File: src/rtl/mem_arbiter_if.sv
// Requester/memory bundle for the two-port memory arbiter.
// master drives requests and read data, slave is the arbiter.
interface mem_arbiter_if #(
  parameter int WORD_WIDTH = 16
);
  logic                  req0;
  logic                  req1;
  logic [WORD_WIDTH-1:0] addr0;
  logic [WORD_WIDTH-1:0] addr1;
  logic                  wr_en0;
  logic                  wr_en1;
  logic [WORD_WIDTH-1:0] wdata0;
  logic [WORD_WIDTH-1:0] wdata1;
  logic [WORD_WIDTH-1:0] mem_rdata;
  logic                  gnt0;
  logic                  gnt1;
  logic [WORD_WIDTH-1:0] mem_addr;
  logic [WORD_WIDTH-1:0] mem_wdata;
  logic                  mem_wr_en;
  logic [WORD_WIDTH-1:0] rdata;
  logic                  timeout;
  logic                  viol;

  modport master (
    output req0, req1, addr0, addr1,
    output wr_en0, wr_en1, wdata0, wdata1,
    output mem_rdata,
    input  gnt0, gnt1, mem_addr, mem_wdata,
    input  mem_wr_en, rdata, timeout, viol
  );

  modport slave (
    input  req0, req1, addr0, addr1,
    input  wr_en0, wr_en1, wdata0, wdata1,
    input  mem_rdata,
    output gnt0, gnt1, mem_addr, mem_wdata,
    output mem_wr_en, rdata, timeout, viol
  );
endinterface

File: src/rtl/mem_arbiter.sv
// Two-requester shared memory arbiter with round-robin ties,
// bounded hold under contention and a mandatory release gap.
module mem_arbiter #(
  parameter int WORD_WIDTH = 16,
  parameter int MAX_HOLD   = 64
) (
  input  logic          clock,
  input  logic          nreset,
  mem_arbiter_if.slave  bus
);

  localparam int CW = (MAX_HOLD > 1) ? $clog2(MAX_HOLD) : 1;
  localparam logic [CW-1:0] HOLD_LAST = CW'(MAX_HOLD - 1);

  typedef enum logic [1:0] {
    IDLE = 2'd0,
    OWN0 = 2'd1,
    OWN1 = 2'd2,
    GAP  = 2'd3
  } state_e;

  state_e        state;
  state_e        state_nx;
  logic [CW-1:0] hold;
  logic          last_served;
  logic          timeout_q;
  logic          timeout_nx;
  logic          viol_q;
  logic          gnt0;
  logic          gnt1;
  logic          owning;
  logic          entering;
  logic          at_limit;

  assign gnt0     = (state == OWN0);
  assign gnt1     = (state == OWN1);
  assign owning   = gnt0 | gnt1;
  assign at_limit = (hold == HOLD_LAST);
  assign entering = (state == IDLE) &&
                    ((state_nx == OWN0) ||
                     (state_nx == OWN1));

  // next-state: arbitration in IDLE, release rules while owning
  always_comb begin
    state_nx   = state;
    timeout_nx = 1'b0;
    unique case (state)
      IDLE: begin
        if (bus.req0 && (!bus.req1 || last_served))
          state_nx = OWN0;
        else if (bus.req1)
          state_nx = OWN1;
      end
      OWN0: begin
        if (!bus.req0) begin
          state_nx = GAP;
        end else if (bus.req1 && at_limit) begin
          state_nx   = GAP;
          timeout_nx = 1'b1;
        end
      end
      OWN1: begin
        if (!bus.req1) begin
          state_nx = GAP;
        end else if (bus.req0 && at_limit) begin
          state_nx   = GAP;
          timeout_nx = 1'b1;
        end
      end
      GAP: state_nx = IDLE;
      default: state_nx = IDLE;
    endcase
  end

  // state register, owner history and pulse outputs
  always_ff @(posedge clock or negedge nreset) begin
    if (!nreset) begin
      state       <= IDLE;
      last_served <= 1'b1;
      timeout_q   <= 1'b0;
      viol_q      <= 1'b0;
    end else begin
      state     <= state_nx;
      timeout_q <= timeout_nx;
      viol_q    <= (gnt0 & bus.wr_en1) |
                   (gnt1 & bus.wr_en0);
      if (entering)
        last_served <= (state_nx == OWN1);
    end
  end

  // hold counter: clear on grant, count up, stick at the limit
  always_ff @(posedge clock or negedge nreset) begin
    if (!nreset) begin
      hold <= '0;
    end else if (entering) begin
      hold <= '0;
    end else if (owning && !at_limit) begin
      hold <= hold + CW'(1);
    end
  end

  // memory-side mux follows the current owner only
  always_comb begin
    bus.mem_addr  = '0;
    bus.mem_wdata = '0;
    bus.mem_wr_en = 1'b0;
    unique case (1'b1)
      gnt0: begin
        bus.mem_addr  = bus.addr0;
        bus.mem_wdata = bus.wdata0;
        bus.mem_wr_en = bus.wr_en0;
      end
      gnt1: begin
        bus.mem_addr  = bus.addr1;
        bus.mem_wdata = bus.wdata1;
        bus.mem_wr_en = bus.wr_en1;
      end
      default: ;
    endcase
  end

  assign bus.gnt0    = gnt0;
  assign bus.gnt1    = gnt1;
  assign bus.rdata   = bus.mem_rdata;
  assign bus.timeout = timeout_q;
  assign bus.viol    = viol_q;

  a_onehot: assert property (
    @(posedge clock) disable iff (!nreset)
    !(gnt0 && gnt1));

  a_wr_owned: assert property (
    @(posedge clock) disable iff (!nreset)
    bus.mem_wr_en |-> owning);

endmodule

File: src/flat_wrapper.sv
// flat-port wrapper written by rule: the top's interface ports become plain ports
module mem_arbiter_flat 
#(
  parameter int WORD_WIDTH = 16,
  parameter int MAX_HOLD   = 64
)
  (clock, nreset, bus_req0, bus_req1, bus_addr0, bus_addr1, bus_wr_en0, bus_wr_en1, bus_wdata0, bus_wdata1, bus_mem_rdata, bus_gnt0, bus_gnt1, bus_mem_addr, bus_mem_wdata, bus_mem_wr_en, bus_rdata, bus_timeout, bus_viol);
  mem_arbiter_if #(.WORD_WIDTH(WORD_WIDTH)) bus_i ();
  input  logic clock;
  input  logic nreset;
  input wire logic [$bits(bus_i.req0)-1:0] bus_req0;
  input wire logic [$bits(bus_i.req1)-1:0] bus_req1;
  input wire logic [$bits(bus_i.addr0)-1:0] bus_addr0;
  input wire logic [$bits(bus_i.addr1)-1:0] bus_addr1;
  input wire logic [$bits(bus_i.wr_en0)-1:0] bus_wr_en0;
  input wire logic [$bits(bus_i.wr_en1)-1:0] bus_wr_en1;
  input wire logic [$bits(bus_i.wdata0)-1:0] bus_wdata0;
  input wire logic [$bits(bus_i.wdata1)-1:0] bus_wdata1;
  input wire logic [$bits(bus_i.mem_rdata)-1:0] bus_mem_rdata;
  output wire logic [$bits(bus_i.gnt0)-1:0] bus_gnt0;
  output wire logic [$bits(bus_i.gnt1)-1:0] bus_gnt1;
  output wire logic [$bits(bus_i.mem_addr)-1:0] bus_mem_addr;
  output wire logic [$bits(bus_i.mem_wdata)-1:0] bus_mem_wdata;
  output wire logic [$bits(bus_i.mem_wr_en)-1:0] bus_mem_wr_en;
  output wire logic [$bits(bus_i.rdata)-1:0] bus_rdata;
  output wire logic [$bits(bus_i.timeout)-1:0] bus_timeout;
  output wire logic [$bits(bus_i.viol)-1:0] bus_viol;
  assign bus_i.req0 = bus_req0;
  assign bus_i.req1 = bus_req1;
  assign bus_i.addr0 = bus_addr0;
  assign bus_i.addr1 = bus_addr1;
  assign bus_i.wr_en0 = bus_wr_en0;
  assign bus_i.wr_en1 = bus_wr_en1;
  assign bus_i.wdata0 = bus_wdata0;
  assign bus_i.wdata1 = bus_wdata1;
  assign bus_i.mem_rdata = bus_mem_rdata;
  assign bus_gnt0 = bus_i.gnt0;
  assign bus_gnt1 = bus_i.gnt1;
  assign bus_mem_addr = bus_i.mem_addr;
  assign bus_mem_wdata = bus_i.mem_wdata;
  assign bus_mem_wr_en = bus_i.mem_wr_en;
  assign bus_rdata = bus_i.rdata;
  assign bus_timeout = bus_i.timeout;
  assign bus_viol = bus_i.viol;
  mem_arbiter #(.WORD_WIDTH(WORD_WIDTH), .MAX_HOLD(MAX_HOLD)) u_core (.clock(clock), .nreset(nreset), .bus(bus_i));
endmodule
File: config.mk
export PLATFORM = sky130hd
export DESIGN_NAME = mem_arbiter_flat
export DESIGN_NICKNAME = d
export VERILOG_FILES = /design/src/rtl/mem_arbiter_if.sv /design/src/rtl/mem_arbiter.sv /design/src/flat_wrapper.sv
export SDC_FILE = /design/constraint.sdc
export NUM_CORES = 1
export LEC_CHECK = 0
export CAP_MARGIN = 5
export CORE_AREA = 2 2 61 69
export CTS_CLUSTER_SIZE = 24
export DETAILED_ROUTE_END_ITERATION = 12
export DIE_AREA = 0 0 63 71
export DONT_BUFFER_PORTS = 1
export HOLD_SLACK_MARGIN = 0.12
export MAX_ROUTING_LAYER = met4
export PLACE_DENSITY_LB_ADDON = 0.15
export SYNTH_ARGS = -nofsm -noshare
export SYNTH_HDL_FRONTEND = slang
export SYNTH_SLANG_ARGS = --single-unit
File: constraint.sdc
create_clock -name clock -period 5.8 [get_ports clock]
set_clock_uncertainty 0.05 [all_clocks]
set_input_delay 1.74 -clock clock [delete_from_list [all_inputs] [get_ports clock]]
set_output_delay 1.74 -clock clock [all_outputs]
set_load 0.05 [all_outputs]
Word-level counts from Yosys, hierarchy flattened --
Index checks and enable logic that the tools add are counted. Widths: inputs -> output; s select.
Storage, ports and cells: output and inout port bits 53, word-level logic and storage cells 44, input port bits 86, flip-flop bits (word level) 11
Operators by class: reduce and logical (&&, ||, !) cells 11, $add $sub $neg 1, equal/unequal tests 6, bitwise logic cells 4, multiplexer cells 17
Operators by type and width (count):
- $pmux 16 s2 | 2
- $mux 2 | 6
- $mux 6 | 2
- $pmux 2 s4 | 1
- $add 6x1->6 const B | 1
- $eq 2x2->1 const B | 3
- $eq 6x6->1 const B | 1
- $logic_and 1x1->1 | 5
- $eq 2x1->1 const B | 2
- $mux 1 | 4
- $pmux 1 s2 | 2
- $and 1x1->1 | 2
- $logic_not 1->1 | 2
- $logic_not 2->1 | 1
- $logic_or 1x1->1 | 2
- $or 1x1->1 | 2
- $reduce_bool 2->1 | 1

Logic depth before layout (Yosys ltp) --
Gate-level depths: netlist of the first run.
depth after elaboration 9, depth in mapped cells 12, mapped depth without buffers 9

Worst setup path before layout of the first run --
OpenSTA, ideal clock, no wires.
path type input -> output, start point in bus_addr1[4], end point out bus_mem_addr[4], slack 1.490 ns, data required time 4.010 ns, buffers on the path 0, arrival 2.520 ns, stages 2, cells stage by stage a22oi_1 -> nor2b_1
Between the ends: cells in the longest elaborated chain, start to end 1
RTL lines:
- from (decl) | RTL line flat_wrapper.sv:14 | input wire logic [$bits(bus_i.addr1)-1:0] bus_addr1;
- $pmux 16 s2 | RTL line mem_arbiter.sv:108 | unique case (1'b1)
- to (decl) | RTL line flat_wrapper.sv:22 | output wire logic [$bits(bus_i.mem_addr)-1:0] bus_mem_addr;
Every way passes these cells.

Worst setup path after layout of the first run --
start point in bus_addr1[15], end point out bus_mem_addr[15]
Same word-level chain as after synthesis.

==> key figures, run 1 <==
Pwr
  – Sw frac: 65.7%
  – LEAKAGE: 0.417 nW
  – Power Density: 848 mW/mm^2
  – VDD IR max: 0.200 mV
  – Clock power share: 7.8%
  – Combinational group share of total power: 78.9%
  – Power, Total: 1.02 mW
  – Pint: 0.351 mW
  – Part of the power in registers: 13.4%
  – NetSw: 0.671 mW

Placed design
  – Cell Area, Placed: 0.00116 mm^2
  – Pre-CTS WS: 1390 ps
  – DP Cell Count: 182
  – HPWL after detailed placement: 2640 um
  – GPL Wtd Cong: 0.741
  – PortBufs: 0

Timing
  – Fmax: 227 MHz
  – Final hold viol count: 0
  – Slew @ Worst Pin: 982 ps
  – Setup repair after global routing missed its margin: no
  – Period minus WS final: 4410 ps
  – Final setup viols: 0
  – Setup TNS: 0 ps
  – Relative slew slack: 34.4%
  – Max Slew Vio Count: 0
  – Tcrit/Tclk final: 76.1%
  – PnR worst setup slack: 1390 ps

Layout
  – Non-filler cells, final: 186
  – Final Net Count: 226
  – Antenna diodes: 0
  – Final Instance Area: 0.00120 mm^2
  – P&R area growth vs syn: -5.12%
  – Layout cells sized above 1: 9.70%

Yosys
  – Dominant synthesized flop cell: dfrtp_1
  – Most common cell in the synthesized netlist: nor2b_1
  – Synth area leader: a22oi_1
  – Register area share after synthesis: 21.8%
  – Post-Synth XOR/XNOR Area: 1.38%
  – Yosys warning count: 0
  – Syn Inst Count: 159
  – Top cell type's share of synthesized area: 20.1%
  – Combinational family with the most area after synthesis: simple AND/OR/NAND/NOR gates
  – Top post-synthesis cells by area: a22oi_1 20%, dfrtp_1 20%, nor2b_1 17%
  – Post-Syn Nets: 250
  – Post-synthesis simple-gate area fraction: 29.9%
  – Synth unique cells: 28
  – Post-synthesis adder-cell area fraction: 4.93%
  – Complex-gate fraction of the synthesized area: 25.2%
  – Avg Synthesized Cell Area: 7.99 um^2
  – Synth Cell Area: 0.00127 mm^2
  – Post-synth top cells: 35 x nor2b_1, 34 x a22oi_1, 16 x buf_4
  – Post-synthesis mux area share: 2.07%
  – Seq cells post-synth: 11
  – Number of synthesized flops with an enable pin: 0
  – Synth async-reset ratio: 100%

Setup path
  – Family with the most delay on the worst path: simple AND/OR/NAND/NOR gates
  – Crit end category: output pin
  – Reg2Reg Depth: 9
  – Slowest cell on crit path: nor2b_1
  – Reg-to-Reg Start: u_core.state[0]
  – Worst path required time: 4010 ps
  – Reg2reg end: u_core.hold[5]
  – Worst setup SP type: input port
  – Arr. time, crit path: 2620 ps
  – Cell Chain, Critical Path: a22oi_1 -> nor2b_1
  – Crit Path Max Fanout: 1
  – Kind of critical path: in -> out
  – Worst path max stage delay: 810 ps
  – CP Buf/Inv Count: 0
  – FF-to-FF setup slack: 2620 ps

Floorplanning
  – Row count: 24
  – Die Span Y: 71 um
  – Horiz. Die Dim: 63 um
  – # IOs: 139
  – Core ar.: 0.00381 mm^2
  – Initial core utilization: 33.3%
  – Die Footprint: 0.00447 mm^2

Clock tree
  – Post-CTS Setup Bufs: 0
  – H-tree depth: 1
  – Clk buf depth: 2
  – Root Driver: clkbuf_8
  – TritonCTS clock tree: done
  – Clk Latency, worst-skew pair: 240 ps
  – CTS Sinks: 11
  – Hold Buf Count CTS: 0
  – CTS resizes: 0
  – Clk slew on worst S/H paths: 50 ps
  – Inserted Clock Buffers: 3

Routing
  – Vias per std cell: 5.97
  – WL/cell: 18.6 um
  – DRC violations left: 0
  – Final wirelength: 3460 um
  – Via count: 1111
  – Initial drt markers: 25
  – Final ANT Viol Nets: 0
  – DR pass1 iterations: 4

Min path
  – Hold Path Sink: u_core.hold[1]
  – Worst hold path stage count: 2
  – Hold Startpoint: u_core.hold[1]
  – Hold/Removal Path Class: reg -> reg

Global routing
  – Vias in the first global route: 1072
  – Largest net degree at the start of global routing: 42
  – Total congestion overflow: 0
  – Global-route wire length before repair: 5180 um
  – Antenna violations before repair: 0
  – Gr usage total: 14.6%

Job
  – Max-cap violations: 0

Outcome
  – Status: finished, final reports clean
-- flip-flops by register name, indices dropped and copies added (netlist names) --
register / cells
u_core.bus.timeout: 1
u_core.bus.viol: 1
u_core.hold: 6
u_core.last_served: 1
u_core.state: 2
-- layout by cell type, fill, tap and decap left out --
| cell | synthesis | layout |
|---|---|---|
| nand2_2 | 1 | 1 |
| o21ai_2 | 1 | 1 |
| o21ai_1 | 1 | 1 |
| nor2b_1 | 35 | 35 |
| inv_1 | 2 | 2 |
| mux2_4 | 1 | 1 |
| nand4_1 | 2 | 2 |
| nand3_2 | 1 | 1 |
| a22oi_1 | 34 | 34 |
| mux2_2 | 1 | 1 |
| clkbuf_8 | 0 | 3 |
| ha_2 | 0 | 2 |
| nor2_1 | 9 | 9 |
| dfrtp_1 | 10 | 10 |
| nor3_1 | 2 | 2 |
| clkbuf_1 | 4 | 1 |
| a22o_1 | 3 | 3 |
| and4_1 | 2 | 2 |
| ha_1 | 5 | 3 |
| xor2_1 | 2 | 2 |
| nor3_2 | 1 | 1 |
| and3_4 | 1 | 1 |
| dfstp_2 | 1 | 1 |
| and4b_1 | 1 | 1 |
| nand3_1 | 4 | 4 |
| a21oi_1 | 3 | 3 |
| o21ai_0 | 2 | 2 |
| nand2_1 | 5 | 5 |
-- how the worst max path moves through the flow --
stage                                   to  depth (start not counted)  slack [ps]             from
after floorplan            bus_mem_addr[4]                          2        1490     bus_addr1[4]
after global placement     bus_mem_addr[3]                          2        1400     bus_addr1[3]
after detailed placement  bus_mem_addr[15]                          2        1390    bus_addr1[15]
after CTS                 bus_mem_addr[15]                          2        1390    bus_addr1[15]
after global routing      bus_mem_wdata[5]                          4        1280  u_core.state[0]
final                     bus_mem_addr[15]                          2        1390    bus_addr1[15]
-- layout make-up --
| class | count | area [um^2] |
|---|---|---|
| tap | 52 | 65.1 |
| multi-input combinational | 117 | 811 |
| inverter | 2 | 7.51 |
| clock buffer | 4 | 45.0 |
| sequential | 11 | 277 |
| fill | 413 | 2610 |
-- kinds of logic (layout without fill, tap and decap cells) --
group | count (synthesis) | after routing
xor+xnor | 2 | 2
fa+ha+maj | 5 | 5
compound gates | 44 | 44
flops | 11 | 11
buf+inv | 31 | 6
simple gates | 64 | 64
mux | 2 | 2
-- layer usage --
metal	wire (um)	GRT usage [%]
met1	1280	15.1
met2	1670	24.0
met3	369	4.93
met4	150	8.89
met5	0	-
-- power by group through the flow --
| stage | clock [mW] | combinational (mW) | sequential (mW) |
|---|---|---|---|
| 2_1_floorplan | 0 | 0.782 | 0.131 |
| 3_3_place_gp | 0 | 0.791 | 0.137 |
| 3_5_place_dp | 0 | 0.808 | 0.138 |
| 4_1_cts | 0.0819 | 0.808 | 0.137 |
| 5_1_grt | 0.0857 | 0.866 | 0.140 |
| 6_report | 0.0793 | 0.806 | 0.136 |
-- metrics by stage --
step	hold slack [ps]	util, %
after floorplan	467	-
after global placement	484	30.4
after detailed placement	514	30.4
after CTS	523	31.6
after global routing	559	31.6
final	524	31.6
No activity file was read; power rests on OpenSTA's default activity.
==> run 2, diff against run 1 <==
==> constraint.sdc (replaced) <==
create_clock -name clock -period 4.1 [get_ports clock]
set_clock_uncertainty 0.05 [all_clocks]
set_input_delay 1.23 -clock clock [delete_from_list [all_inputs] [get_ports clock]]
set_output_delay 1.23 -clock clock [all_outputs]
set_load 0.05 [all_outputs]
==> run 2 against run 1 <==
Compared with the run above: sequential power rose by 43%; worst hold slack improved by 10 ps; sequential share of layout area decreased by 4.2 points; count of clock-buffer cells in the layout down 1; register-to-register slack got worse by 1700 ps; critical path type is now reg -> out; critical endpoint is now bus_mem_addr[9].
==> key figures, run 2 (synthesis gave the netlist of run 1 again) <==
Pwr
  – Clock power share: 6.8% (-1.0 points)
  – LEAKAGE: 0.611 nW (+47%)
  – Part of the power in registers: 11.8% (-1.6 points)
  – Pint: 0.669 mW (+91%)
  – Power Density: 1120 mW/mm^2 (+32%)
  – Combinational group share of total power: 81.4% (+2.5 points)
  – NetSw: 0.985 mW (+47%)
  – VDD IR max: 0.291 mV (+46%)
  – Sw frac: 59.6% (-6.1 points)

Setup path
  – Worst path required time: 2820 ps (-1190 ps)
  – Worst setup SP type: flop
  – Cell Chain, Critical Path: inv_1 -> ha_2 -> a22oi_1 -> nor2b_1 -> buf_4
  – Slowest cell on crit path: ha_2
  – Stages on worst setup path: 5 (+3)
  – Family with the most delay on the worst path: adder cells
  – Reg-to-Reg Start: u_core.state[1]
  – Crit end category: output pin
  – Kind of critical path: reg -> out
  – Reg2Reg Depth: 10 (+1)
  – CP Buf/Inv Count: 2 (+2)
  – Crit Path Max Fanout: 37 (+36)
  – FF-to-FF setup slack: 940 ps (-1680 ps)
  – Worst path max stage delay: 640 ps (-170 ps)
  – Reg2reg end: u_core.hold[5]
  – Arr. time, crit path: 2010 ps (-610 ps)

Timing
  – Final setup viols: 0 (unchanged)
  – Tcrit/Tclk final: 80.2%
  – Setup TNS: 0 ps (unchanged)
  – Period minus WS final: 3290 ps
  – Setup repair after global routing missed its margin: no
  – Slew @ Worst Pin: 691 ps (-291 ps)
  – Max Slew Vio Count: 0 (unchanged)
  – PnR worst setup slack: 810 ps (-575 ps)
  – Final hold viol count: 0 (unchanged)
  – Fmax: 304 MHz
  – Relative slew slack: 53.9% (+20 points)

Routing
  – Final ANT Viol Nets: 0 (unchanged)
  – WL/cell: 16.3 um (-12%)
  – DRC violations left: 0 (unchanged)
  – DR pass1 iterations: 4 (unchanged)
  – Via count: 1237 (+11%)
  – Vias per std cell: 5.57 (-6.7%)
  – Final wirelength: 3620 um (+4.6%)
  – Initial drt markers: 46 (+84%)

Clock tree
  – Inserted Clock Buffers: 3 (unchanged)
  – Clk slew on worst S/H paths: 60 ps (about the same)
  – Post-CTS Setup Bufs: 0 (unchanged)
  – Clk buf depth: 2 (unchanged)
  – CTS Sinks: 11 (unchanged)
  – Hold Buf Count CTS: 0 (unchanged)
  – TritonCTS clock tree: done
  – CTS resizes: 0 (unchanged)
  – Root Driver: clkbuf_8
  – Clk Latency, worst-skew pair: 240 ps (about the same)
  – H-tree depth: 1 (unchanged)

Layout
  – P&R area growth vs syn: 16.3%
  – Largest Register: u_core.hold
  – Max reg flops: 6 (unchanged)
  – Antenna diodes: 0 (unchanged)
  – Commonest non-fill, non-tap cells in the layout: 36 x buf_4, 35 x nor2b_1, 34 x a22oi_1
  – Layout cells sized above 1: 29.4% (+20 points)
  – Final Net Count: 262 (+16%)
  – Most common cell after layout, fill and taps aside: buf_4
  – Biggest regs: u_core.hold x6, u_core.state x2
  – Fill cell count: 384 (-7.0%)

Global routing
  – Vias in the first global route: 1113 (+3.8%)
  – Global-route wire length before repair: 5510 um (+6.4%)
  – Total congestion overflow: 0 (unchanged)
  – Gr usage total: 15.7% (+1.1 points)
  – Largest net degree at the start of global routing: 38 (-9.5%)
  – Antenna violations before repair: 0 (unchanged)

Outcome
  – Status: finished, final reports clean

Placed design
  – HPWL after detailed placement: 2830 um (+7.2%)
  – PortBufs: 0 (unchanged)
  – Pre-CTS WS: 903 ps (-489 ps)
  – GPL Wtd Cong: 0.844 (+14%)

Min path
  – Hold Path Sink: u_core.hold[0]
  – Worst hold path stage count: 2 (unchanged)
  – Hold Startpoint: u_core.hold[0]
  – Hold/Removal Path Class: reg -> reg

Floorplanning
  – # IOs: 139 (unchanged)
  – Horiz. Die Dim: 63 um (unchanged)
  – Row count: 24 (unchanged)
  – Die Footprint: 0.00447 mm^2 (unchanged)
  – Core ar.: 0.00381 mm^2 (unchanged)
  – Initial core utilization: 33.3% (unchanged)
  – Die Span Y: 71 um (unchanged)

Job
  – Max-cap violations: 0 (unchanged)
[run 2: cell count changes in the layout (fill, tap and decap cells not counted)]
| cell | delta |
|---|---|
| clkbuf_1 | -1 |
| clkinv_2 | +1 |
| buf_4 | +36 |
[run 2: worst max path at each step]
stage	start	endpoint
floorplan	u_core.state[1]	bus_mem_addr[4]
global placement	u_core.state[1]	u_core.hold[5]
detailed placement	u_core.state[1]	u_core.hold[5]
CTS	u_core.state[0]	bus_mem_wdata[9]
global route	u_core.state[0]	bus_mem_addr[15]
finish	u_core.state[0]	bus_mem_addr[9]
[run 2: final cells by class]
cell class	instances	area, um^2	share of cell area (%)
Clock buffer	3	41.3	2.80
Clock inverter	1	5.00	0.339
Inverter	2	7.51	0.508
Multi-Input combinational cell	117	811	54.9
Sequential cell	11	277	18.7
Tap cell	52	65.1	4.41
Timing Repair Buffer	36	270	18.3
[run 2: through the flow]
step | cell area, um^2 | instances | util, % | total power [mW] | hold WS [ps]
after floorplan | 1270 | 159 | - | 1.29 | 467
after global placement | 1430 | 218 | 37.5 | 1.53 | 504
after detailed placement | 1430 | 218 | 37.5 | 1.55 | 523
after CTS | 1480 | 222 | 38.7 | 1.67 | 541
after global routing | 1480 | 222 | 38.7 | 1.77 | 580
final | 1480 | 222 | 38.7 | 1.65 | 534
[run 2: power groups by stage]
stage	clock (mW)	sequential [mW]	combinational [mW]
floorplan	0	0.186	1.11
global placement	0	0.194	1.34
detailed placement	0	0.196	1.36
CTS	0.115	0.195	1.36
global route	0.123	0.201	1.44
finish	0.113	0.195	1.35
[run 2: worst min-delay path, cell delays in order (launching register included)]
cell and delay [ps]:
dfrtp_1 380, xor2_1 80, nor2_1 80
[run 2: routing by layer]
metal / routed length (um) / share of wire [%] / global-route usage (%) / vias up
li1: - / - / - / 577
met1: 1310 / 36 / 16.6 / 574
met2: 1840 / 51 / 26.7 / 72
met3: 379 / 10 / 5.72 / 14
met4: 87 / 2.4 / 6.17 / 0
met5: 0 / 0 / - / -
==> run 3, diff against run 2 <==
==> constraint.sdc (replaced) <==
create_clock -name clock -period 3.1 [get_ports clock]
set_clock_uncertainty 0.05 [all_clocks]
set_input_delay 0.93 -clock clock [delete_from_list [all_inputs] [get_ports clock]]
set_output_delay 0.93 -clock clock [all_outputs]
set_load 0.05 [all_outputs]
==> run 3 against run 2 <==
Compared with the run above: non-clock buffer count grew 2; final area is 7.2% higher; count of clock-buffer cells in the layout up 1; core utilization rose by 2.8 points; final cell count increased by 0.90%; critical path type unchanged; largest power group unchanged.
==> key figures, run 3 (synthesis gave the netlist of run 1 again) <==
Placed design
  – Pre-CTS WS: 406 ps (-497 ps)
  – GPL Wtd Cong: 0.753 (-11%)
  – PortBufs: 0 (unchanged)
  – HPWL after detailed placement: 3000 um (+5.8%)
  – Cell Area, Placed: 0.00152 mm^2 (+6.1%)

Clock tree
  – Root Driver: clkbuf_8
  – H-tree depth: 1 (unchanged)
  – CTS Sinks: 11 (unchanged)
  – Inserted Clock Buffers: 3 (unchanged)
  – Clk buf depth: 2 (unchanged)
  – TritonCTS clock tree: done
  – Clk Latency, worst-skew pair: 240 ps (about the same)
  – Clk slew on worst S/H paths: 50 ps (about the same)

Pwr
  – VDD IR max: 0.583 mV (+100%)
  – Power Density: 1490 mW/mm^2 (+33%)
  – LEAKAGE: 0.647 nW (+5.9%)

Outcome
  – Status: finished, final reports clean

Layout
  – Final Instance Area: 0.00158 mm^2 (+7.2%)
  – Max reg flops: 6 (unchanged)
  – Fill cell count: 400 (+4.2%)
  – Core Util, Final: 41.5% (+2.8 points)
  – Final Net Count: 264 (+0.76%)
  – Commonest non-fill, non-tap cells in the layout: 38 x buf_4, 34 x a22oi_1, 29 x nor2b_2
  – Most common cell after layout, fill and taps aside: buf_4
  – Largest Register: u_core.hold
  – Biggest regs: u_core.hold x6, u_core.state x2
  – Layout cells sized above 1: 46.5% (+17 points)
  – Antenna diodes: 0 (unchanged)
  – P&R area growth vs syn: 24.6%

Timing
  – Max Slew Vio Count: 0 (unchanged)
  – PnR worst setup slack: 343 ps (-467 ps)
  – Final hold viol count: 0 (unchanged)
  – Fmax: 363 MHz
  – Setup TNS: 0 ps (unchanged)
  – Relative slew slack: 70.8% (+17 points)
  – Slew @ Worst Pin: 438 ps (-253 ps)
  – Final setup viols: 0 (unchanged)
  – Tcrit/Tclk final: 88.9%
  – Period minus WS final: 2760 ps
  – Setup repair after global routing missed its margin: no

Setup path
  – End of the critical path: bus_mem_wdata[12]
  – Worst path required time: 2120 ps (-700 ps)
  – Worst setup SP type: flop
  – FF-to-FF setup slack: 570 ps (-370 ps)
  – Reg2Reg Depth: 10 (unchanged)
  – CP startpoint: u_core.state[0]
  – Arr. time, crit path: 1780 ps (-230 ps)
  – Crit end category: output pin
  – Kind of critical path: reg -> out
  – Reg2reg end: u_core.hold[5]
  – Reg-to-Reg Start: u_core.state[1]
  – Crit Path Max Fanout: 37 (unchanged)

Global routing
  – Global-route wire length before repair: 5880 um (+6.8%)
  – Total congestion overflow: 0 (unchanged)
  – Gr usage total: 16.7% (+0.91 points)
  – Antenna violations before repair: 0 (unchanged)
  – Vias in the first global route: 1178 (+5.8%)
  – Largest net degree at the start of global routing: 38 (unchanged)

Routing
  – Final ANT Viol Nets: 0 (unchanged)
  – DRC violations left: 0 (unchanged)
  – WL/cell: 17.6 um (+7.6%)
  – DR pass1 iterations: 4 (unchanged)
  – Via count: 1238 (+0.081%)
  – Initial drt markers: 49 (+6.5%)
  – Final wirelength: 3930 um (+8.5%)
  – Vias per std cell: 5.53 (-0.81%)

Floorplanning
  – Initial core utilization: 33.3% (unchanged)
  – Horiz. Die Dim: 63 um (unchanged)
  – Die Footprint: 0.00447 mm^2 (unchanged)
  – Row count: 24 (unchanged)
  – Die Span Y: 71 um (unchanged)
  – Core ar.: 0.00381 mm^2 (unchanged)
  – # IOs: 139 (unchanged)

Min path
  – Hold/Removal Path Class: in -> async

Job
  – Max-cap violations: 0 (unchanged)
## run 3: cell types whose count changed in the layout (fill, tap and decap cells not counted)
| cell | before | now |
|---|---|---|
| nor2b_2 | 0 | 29 |
| clkbuf_1 | 0 | 1 |
| buf_4 | 36 | 38 |
| nor2b_1 | 35 | 6 |
| clkinv_2 | 1 | 0 |
| ha_4 | 0 | 2 |
| ha_2 | 2 | 0 |
## run 3: layout make-up
cell class	count	area, um^2	area share [%]
inverter	2	7.51	0.474
tap	52	65.1	4.11
multi-input combinational	117	903	57.1
sequential	11	277	17.5
timing repair buffer	38	285	18.0
clock buffer	4	45.0	2.85
## run 3: worst min path at each step
| stage | to | slack [ps] | from |
|---|---|---|---|
| final | u_core.state[0] | 330 | nreset |
| after global routing | u_core.bus.timeout | 320 | nreset |
| after CTS | u_core.state[0] | 330 | nreset |
| after detailed placement | u_core.hold[1] | 510 | u_core.hold[1] |
| after global placement | u_core.hold[1] | 490 | u_core.hold[1] |
| after floorplan | u_core.hold[1] | 470 | u_core.hold[1] |
## run 3: critical path, stage by stage, from the launching register on
cell	delay [ps]
dfrtp_1	430
inv_1	150
ha_4	410
a22oi_1	180
nor2b_2	150
buf_4	200
## run 3: timing repair
action	in CTS	in global routing
hold endpoints to repair	0	0
gates resized for setup	0	2
setup buffers	0	0
endpoints found under the setup margin	0	3
hold buffers	0	0
## run 3: power breakdown
part           leakage (nW)  total [mW]  internal, mW  switching (mW)
clock                0.0228       0.146        0.0905          0.0557
combinational         0.481        1.95         0.708            1.24
sequential            0.143       0.259         0.196          0.0638
## run 3: metal layers
layer	wire length (um)	global-route usage, %
met5	0	-
met1	1530	20.3
met4	47	5.68
met3	314	3.02
met2	2040	27.7
## run 3: per-stage QoR
step           hold slack, ps  std cells  power (mW)
2_1_floorplan             467        159        1.80
3_3_place_gp              486        220        2.15
3_5_place_dp              511        220        2.18
4_1_cts                   326        224        2.34
5_1_grt                   320        224        2.50
6_report                  330        224        2.36
